**src/rtl/an_sched_pkg.sv**
```systemverilog
// Shared constants, FSM state type and cell geometry helpers for the 6x6 AN
// decoder scheduler.
package an_sched_pkg;

   localparam int GRID    = 6;
   localparam int N_CELLS = 36;
   localparam int Q_W     = 3;
   localparam int R_W     = 4;
   localparam int IDX_W   = 6;

   typedef enum logic [1:0] {
      ST_IDLE = 2'd0,
      ST_SCAN = 2'd1,
      ST_DONE = 2'd2
   } state_e;

   function automatic int cell_row(input int k);
      return k / GRID;
   endfunction

   function automatic int cell_col(input int k);
      return k % GRID;
   endfunction

   // A cell is a candidate when both its row and its column carry a flag.
   function automatic logic [N_CELLS-1:0] cand_mask(input logic [N_CELLS-1:0] err);
      logic [GRID-1:0]    er;
      logic [GRID-1:0]    ec;
      logic [N_CELLS-1:0] m;
      er = {GRID{1'b0}};
      ec = {GRID{1'b0}};
      m  = {N_CELLS{1'b0}};
      for (int k = 0; k < N_CELLS; k++) begin
         er[cell_row(k)] = er[cell_row(k)] | err[k];
         ec[cell_col(k)] = ec[cell_col(k)] | err[k];
      end
      for (int k = 0; k < N_CELLS; k++) begin
         m[k] = er[cell_row(k)] & ec[cell_col(k)];
      end
      return m;
   endfunction

endpackage

```
**src/rtl/an_sched_pick.sv**
```systemverilog
// Lowest-set-bit priority encoder over the 36 candidate cells.
module an_sched_pick
   import an_sched_pkg::*;
(
   input  logic [N_CELLS-1:0] req_i,
   output logic [IDX_W-1:0]   idx_o,
   output logic               any_o
);

   // Scan from the top so the lowest set bit is the last one to win.
   always_comb begin
      idx_o = {IDX_W{1'b0}};
      for (int k = N_CELLS - 1; k >= 0; k--) begin
         idx_o = req_i[k] ? IDX_W'(k) : idx_o;
      end
      any_o = |req_i;
   end

endmodule

```
**src/rtl/an_sched_6x6.sv**
```systemverilog
// Schedules the shared AN decoder over flagged cells of a 6x6 Barrett block.
// Define AN_SCHED_DIRECT_EN to decode exactly the flagged cells instead of the row/column intersection.
module an_sched_6x6
   import an_sched_pkg::*;
(
   input  logic                     clk,
   input  logic                     rst_n,
   input  logic                     in_valid,
   output logic                     in_ready,
   input  logic [N_CELLS-1:0]       err_flags,
   input  logic [N_CELLS*Q_W-1:0]   q_bus,
   input  logic [N_CELLS*R_W-1:0]   r_bus,
   output logic [Q_W-1:0]           dec_quotient,
   output logic [R_W-1:0]           dec_residue,
   input  logic [Q_W-1:0]           dec_message,
   output logic                     out_valid,
   input  logic                     out_ready,
   output logic [N_CELLS*Q_W-1:0]   out_data,
   output logic [5:0]               corr_count
);

   localparam logic [N_CELLS-1:0] ONE_LSB = {{(N_CELLS-1){1'b0}}, 1'b1};

   state_e                   state_q, state_d;
   logic [N_CELLS*Q_W-1:0]   q_q, q_d;
   logic [N_CELLS*R_W-1:0]   r_q, r_d;
   logic [N_CELLS-1:0]       mask_q, mask_d;
   logic [5:0]               cnt_q, cnt_d;
   logic [N_CELLS-1:0]       cand_s;
   logic [N_CELLS-1:0]       rest_s;
   logic [IDX_W-1:0]         sel_s;
   logic                     any_s;
   logic                     hs_s;

`ifdef AN_SCHED_DIRECT_EN
   assign cand_s = err_flags;
`else
   assign cand_s = cand_mask(err_flags);
`endif

   an_sched_pick u_pick (
      .req_i (mask_q),
      .idx_o (sel_s),
      .any_o (any_s)
   );

   assign hs_s   = in_valid & (state_q == ST_IDLE);
   assign rest_s = mask_q & ~(ONE_LSB << sel_s);

   // State register.
   always_ff @(posedge clk) begin
      if (!rst_n) begin
         state_q <= ST_IDLE;
      end else begin
         state_q <= state_d;
      end
   end

   // Next-state logic.
   always_comb begin
      state_d = state_q;
      case (state_q)
         ST_IDLE: begin
            if (in_valid) begin
               state_d = (|cand_s) ? ST_SCAN : ST_DONE;
            end else begin
               state_d = ST_IDLE;
            end
         end
         ST_SCAN: begin
            if (!any_s || (rest_s == {N_CELLS{1'b0}})) begin
               state_d = ST_DONE;
            end else begin
               state_d = ST_SCAN;
            end
         end
         ST_DONE: begin
            if (out_ready) begin
               state_d = ST_IDLE;
            end else begin
               state_d = ST_DONE;
            end
         end
         default: state_d = ST_IDLE;
      endcase
   end

   // FSM outputs; decoder operands come from the captured slot being repaired.
   always_comb begin
      in_ready     = 1'b0;
      out_valid    = 1'b0;
      dec_quotient = {Q_W{1'b0}};
      dec_residue  = {R_W{1'b0}};
      case (state_q)
         ST_IDLE: in_ready = 1'b1;
         ST_SCAN: begin
            dec_quotient = q_q[Q_W*sel_s +: Q_W];
            dec_residue  = r_q[R_W*sel_s +: R_W];
         end
         ST_DONE: out_valid = 1'b1;
         default: in_ready = 1'b0;
      endcase
   end

   // Block capture and in-place correction of one cell per SCAN cycle.
   always_comb begin
      q_d    = q_q;
      r_d    = r_q;
      mask_d = mask_q;
      cnt_d  = cnt_q;
      if (hs_s) begin
         q_d    = q_bus;
         r_d    = r_bus;
         mask_d = cand_s;
         cnt_d  = 6'd0;
      end else if ((state_q == ST_SCAN) && any_s) begin
         q_d[Q_W*sel_s +: Q_W] = dec_message;
         mask_d[sel_s]         = 1'b0;
         cnt_d                 = cnt_q + 6'd1;
      end else begin
         cnt_d = cnt_q;
      end
   end

   // Datapath registers.
   always_ff @(posedge clk) begin
      if (!rst_n) begin
         q_q    <= {(N_CELLS*Q_W){1'b0}};
         r_q    <= {(N_CELLS*R_W){1'b0}};
         mask_q <= {N_CELLS{1'b0}};
         cnt_q  <= 6'd0;
      end else begin
         q_q    <= q_d;
         r_q    <= r_d;
         mask_q <= mask_d;
         cnt_q  <= cnt_d;
      end
   end

   assign out_data   = q_q;
   assign corr_count = cnt_q;

endmodule

```
**config.mk**
```make
export PLATFORM = sky130hd
export DESIGN_NAME = an_sched_6x6
export DESIGN_NICKNAME = d
export VERILOG_FILES = /design/src/rtl/an_sched_pkg.sv /design/src/rtl/an_sched_pick.sv /design/src/rtl/an_sched_6x6.sv
export SDC_FILE = /design/constraint.sdc
export NUM_CORES = 1
export LEC_CHECK = 0
export CELL_PAD_IN_SITES_DETAIL_PLACEMENT = 0
export CELL_PAD_IN_SITES_GLOBAL_PLACEMENT = 1
export CORE_AREA = 2 2 213 215
export CTS_BUF_LIST = sky130_fd_sc_hd__clkbuf_16
export DETAILED_ROUTE_END_ITERATION = 16
export DIE_AREA = 0 0 215 217
export GPL_TIMING_DRIVEN = 0
export PLACE_DENSITY = 0.85
export SLEW_MARGIN = 20
export SYNTH_ARGS = -nofsm -noshare
export SYNTH_HDL_FRONTEND = slang
export SYNTH_SLANG_ARGS = --single-unit
```
**constraint.sdc**
```tcl
create_clock -name clk -period 6.31 [get_ports clk]
set_input_delay 1.893 -clock clk [delete_from_list [all_inputs] [get_ports clk]]
set_output_delay 1.893 -clock clk [all_outputs]
set_load 0.005 [all_outputs]
```
* After elaboration in Yosys (flattened, before gate mapping)
Index checks and enable logic that the tools add are counted.
** Word-level totals
- Register bits :: 296
- Input port bits :: 295
- Output and inout port bits :: 123
- Word-level logic and storage cells :: 181
** Cells by class
- Add/subtract/negate cells :: 2
- Multipliers :: 1
- $lt $le $gt $ge :: 2
- Equality and inequality tests :: 2
- Shifts and indexed selects :: 5
- Multiplexer cells :: 52
- Bitwise gates (word level) :: 102
- Reduce and logical (&&, ||, !) cells :: 10
** Operator list (count)
- 2-to-1 mux 108 bit :: 2
- 2-to-1 mux 6 bit :: 36
- variable part select 144 x 9 -> 4 bit :: 1
- bitwise mux 108 bit :: 1
- variable shift 3 x 34 -> 108 bit (first input constant) :: 1
- variable part select 108 x 9 -> 3 bit :: 1
- variable part select 3 x 34 -> 108 bit :: 1
- bitwise AND 36 bit :: 2
- 2-to-1 mux 36 bit :: 2
- NOT 36 bit :: 2
- OR reduction 36 bit :: 2
- OR 1 bit :: 60
- bitwise AND 1 bit :: 37
- zero test 36 bit :: 1
- << shifter 1 x 6 -> 36 bit (first input constant) :: 1
- negation 8 -> 34 bit :: 1
- multiplier 2 x 6 -> 8 bit (first input constant) :: 1
- 2-to-1 mux 2 bit :: 4
- less-than comparator 6 x 7 -> 1 bit (second input constant) :: 1
- adder 6 x 1 -> 6 bit (second input constant) :: 1
- demux 1 bit (select 6 bit) :: 1
- >= comparator 6 x 1 -> 1 bit (second input constant) :: 1
- case mux 2 bit (3 select lines) :: 1
- 2-to-1 mux 4 bit :: 1
- 11 further kinds :: 14

* Longest topological paths before layout
- Depth after elaboration :: 44
- Mapped depth :: 19
- Depth with buffers taken out :: 15

* Hierarchy
A second synthesis with hierarchy kept.
** Second synthesis, totals
- Cells, all modules :: 1881
- Area total of the unflattened synthesis :: 14595.2 um2
** Modules (own cells, without submodules)
- an_sched_6x6 :: times used 1, cells each 1805, area an instance 14166.1 um2, seq. area each 5925.7 um2
- an_sched_pick :: times used 1, cells each 76, area an instance 429.2 um2, seq. area each 0.0 um2

* Worst setup path after synthesis
Ideal clock, no wire load.
- Path type :: register to output
- Start point :: reg mask_q[8]
- End point :: out dec_quotient[2]
- Arrival :: 3.033 ns
- Data required time :: 4.417 ns
- Path slack :: 1.384 ns
- Cell stages (with the launch flop) :: 10
- Buffers on the path :: 2
- Cells stage by stage :: dfxtp_1 > or4_1 > a21oi_1 > a21oi_2 > nor2_1 > buf_2 > buf_2 > mux4_2 > a221o_1 > nor4_1
** Between the ends
- Word-level cells in the longest chain between the ends :: 12
** RTL lines
- start, declared :: RTL line an_sched_6x6.sv:27 : logic [N_CELLS-1:0] mask_q, mask_d;
- start signal, assigned :: RTL line an_sched_6x6.sv:130 : mask_q <= {N_CELLS{1'b0}};
- start signal, assigned :: RTL line an_sched_6x6.sv:135 : mask_q <= mask_d;
- 2-to-1 mux 6 bit (9 in a row) :: RTL line an_sched_pick.sv:14 : idx_o = req_i[k] ? IDX_W'(k) : idx_o;
- multiplier 2 x 6 -> 8 bit :: RTL line an_sched_6x6.sv:97 : dec_quotient = q_q[Q_W*sel_s +: Q_W];
- variable part select 108 x 9 -> 3 bit :: RTL line an_sched_6x6.sv:97
- 2-to-1 mux 3 bit :: RTL line an_sched_6x6.sv:94 : case (state_q)
- end, declared :: RTL line an_sched_6x6.sv:13 : output logic [Q_W-1:0] dec_quotient,
Every way passes these cells.

* Worst setup path in the final report
- Start point :: reg mask_q[25]
- End point :: out dec_residue[0]
** Between the ends
- Word-level cells in the longest chain between the ends :: 28
** RTL lines
- 2-to-1 mux 6 bit (26 in a row) :: RTL line an_sched_pick.sv:14
- variable part select 144 x 9 -> 4 bit :: RTL line an_sched_6x6.sv:98 : dec_residue = r_q[R_W*sel_s +: R_W];
- 2-to-1 mux 4 bit :: RTL line an_sched_6x6.sv:94
- end, declared :: RTL line an_sched_6x6.sv:14 : output logic [R_W-1:0] dec_residue,
Every way passes these cells.

==> impl_metrics.tcl <==
set metrics [dict create \
    pwr-share-seq_pct 29.7 \
    dr_total_vias 18800 \
    dp_worst_setup_slack_ps -1350 \
    ant_nets 0 \
    synth-seq-cells 296 \
    cts_tree "done" \
    setup_viol 0 \
    drive_gt1_share_pct 8.35 \
    p_total_w 0.00802 \
    die_w_um 215 \
    post-route-period-util_pct 99.3 \
    setup_slack_ps 45.7 \
    clk_pin_slew_worst_paths_ps 70 \
    start_kind "flop" \
    dpl.hpwl_um 63600 \
    crit_type "flop to output pin" \
    htreeDepth 2 \
    grt_pass1_vias 18200 \
    fp-row-count 78 \
    cts_sinks 296 \
    cp_slowest_cell "or4_1" \
    drt-pass1-iter-count 6 \
    cpLargestDelayFamily "compound AO/OA/AOI/OAI gates" \
    wl_um 83500 \
    status "completed" \
    fin_skew_ps 31.5 \
    drc 0 \
    required_ps 4420 \
    crit_cells 12 \
    netlist_area_um2 15300 \
    wl_per_cell_um 27.1 \
    ys_warn_count 0 \
    postSynthCellCount 1980 \
    track_usage_pct 34.3 \
    critPathBufInv 4 \
    portBuffers 416 \
    cts-root-buf "clkbuf_16" \
    maxCapViolations 0 \
    grt-ovfl-total 0 \
    cp.arrival_ps 4370 \
    max_freq_ghz 0.160 \
    pin_count 418 \
    clk_latency_ps 580 \
    worstPathMaxFanout 10 \
    synthArstFlopShare_pct 0 \
    syn_to_final_growth_pct 44.2 \
    hold_violations 0 \
    power_leakage_nw 7.79 \
    grt_antenna_before_repair 6 \
    cp-end-kind "output pin" \
    p_comb_share_pct 43.2 \
    p_sw_w 0.00339 \
    drt_iter0_drc 2385 \
    seq_area_frac_synth_pct 38.6 \
    nFillCells 4490 \
    finalMaxSlewViolations 0 \
    yosysUniqueCellTypes 77 \
    internal_power_w 0.00463 \
    cts_inserted_buffers 36 \
    synth_ff_type "dfxtp_1" \
    switching_share_pct 42.3 \
    r2r_cells 18 \
    peakVddDrop_v 0.000189 \
    vias_per_cell 6.09 \
    fin_crit_ps 6260 \
    hp-class "flop to flop" \
    synth_nets 2282 \
    gp_congestion 1.03 \
    final_util_pct 49.5 \
    powerDensity_nw_per_um2 363 \
    cts.path.max_buffers 3 \
    path_cells "or4_1 -> o211ai_1 -> a21oi_4 -> buf_4 -> a2111oi_2 -> buf_2 -> nand2_1 -> clkbuf_4 -> o22a_1 -> a31oi_1 -> nor4_4 -> clkdlybuf4s50_1" \
    worstMarginPinSlew_ps 1320 \
    whs_path_depth 2 \
    core-area_um2 44700 \
    slew_headroom_pct 11.6 \
    start_util_pct 34.3 \
    die_area_um2 46700 \
    whs_ps 463 \
    die_h_um 217 \
    finalNetCount 2755 \
    synth_edf_count 0 \
    grt_pass1_wl_um 119000 \
    rsz0062_at_grt "no" \
    max_stage_delay_ps 550 \
    grt_max_degree 14 \
    p_clk_share_pct 27.1 \
    syn_area_per_cell_um2 7.75 \
]
routing by layer:
metal | global-route usage, % | vias to the layer above | routed length, um | part of all wire, %
met2 | 53.4 | 1387 | 36200 | 43
li1 | - | 8155 | - | -
met4 | 19.5 | 6 | 5510 | 6.6
met3 | 9.35 | 365 | 9890 | 12
met1 | 42.8 | 8871 | 31900 | 38
met5 | 0 | - | 44 | 0.053
cell families after synthesis:
kind of cell    share of synthesized area (%)
flops                                    38.6
buf+inv                                  4.92
compound gates                           28.5
simple gates                             22.9
mux                                      4.18
fa+ha+maj                               0.571
xor+xnor                                0.342
cells in the final DEF, fill, tap and decap left out, types with 9 or more instances in the layout:
cell / count
nand2_1: 432
clkdlybuf4s50_1: 411
dfxtp_1: 294
a21boi_0: 147
nor2_1: 142
o21ai_0: 121
clkbuf_1: 102
a221oi_1: 81
a21oi_1: 69
inv_1: 44
nand3_1: 43
nor2b_1: 40
nor3_1: 38
clkbuf_16: 37
mux2i_1: 36
a32oi_1: 34
o22ai_1: 30
buf_4: 28
nor4_1: 26
mux2_2: 19
a31oi_1: 16
o221ai_1: 14
or4_1: 11
o211ai_1: 10
buf_2: 9
nand4_1: 9
nor3_2: 9
final timing paths:
| path | startpoint | slack [ps] | end |
|---|---|---|---|
| worst max-delay path | mask_q[25]$_SDFFE_PN0P_ | 50 | dec_residue[0] |
| worst min-delay path | r_q[133]$_SDFFE_PN0P_ | 460 | r_q[133]$_SDFFE_PN0P_ |
| worst min register to register | r_q[133]$_SDFFE_PN0P_ | 460 | r_q[133]$_SDFFE_PN0P_ |
| worst max register to register | mask_q[31]$_SDFFE_PN0P_ | 130 | out_data[0]$_SDFFE_PN0P_ |
power groups by stage:
stage | logic, W | clock network [W] | registers [W]
finish | 0.00347 | 0.00217 | 0.00238
global route | 0.00358 | 0.00225 | 0.00239
CTS | 0.00329 | 0.00217 | 0.00236
detailed placement | 0.00306 | 0 | 0.00239
global placement | 0.00299 | 0 | 0.00239
floorplan | 0.00160 | 0 | 0.00228
layout make-up:
| class | instances | area [um2] | share of cell area [%] |
|---|---|---|---|
| Timing Repair Buffer | 438 | 4340 | 19.6 |
| Clock inverter | 27 | 283 | 1.28 |
| Clock buffer | 37 | 926 | 4.19 |
| Sequential cell | 296 | 5930 | 26.8 |
| Buffer | 148 | 733 | 3.31 |
| Antenna cell | 3 | 7.51 | 0.0339 |
| Inverter | 40 | 151 | 0.684 |
| Tap cell | 600 | 751 | 3.39 |
| Multi-Input combinational cell | 1493 | 9010 | 40.7 |
per-stage QoR:
step                      cells  instance area (um2)  TNS, ps
after CTS                  3079                22000        0
after floorplan            1980                15300        0
final                      3082                22100        0
after global routing       3082                22100        0
after global placement     2996                20300   -36170
after detailed placement   3004                20400   -28170
sequential cells by signal (all words and copies together), names as in the netlist:
register,flops
r_q,144
mask_q,36
state_q,2
out_data,108
corr_count,6
Yosys cell counts (all sizes together) (36+ instances only):
cell type  number  area share [%]
a21boi        147             7.2
a21oi          73             2.4
a221oi         82             4.7
clkbuf        121             3.0
dfxtp         296              39
inv            39            0.95
mux2i          36             2.3
nand2         438              11
nand3          44             1.4
nor2          150             3.7
nor2b          40             1.6
nor3           47             1.5
nor4           37             1.7
o21ai         125             4.1
repair_timing:
item                       in CTS  in global routing
gates resized for setup       112                 19
pin swaps                      11                  6
setup endpoints to repair      83                  4
hold buffers                    0                  0
buffers inserted               13                  1
worst register-to-register path, stage by stage, from the launching register on:
cell and delay, ps:
dfxtp_1 470, inv_1 130, a221o_1 360, a211oi_2 320, o221ai_4 220, nand2_2 210
inv_2 100, clkbuf_4 260, clkbuf_4 300, ha_1 290, ha_1 300, clkbuf_1 380
nand2b_1 240, nor2_1 1030, nand3_1 160, nor3_1 820, mux2i_1 270, nand2_1 70
o211a_1 150
No activity file was read; power rests on OpenSTA's default activity.
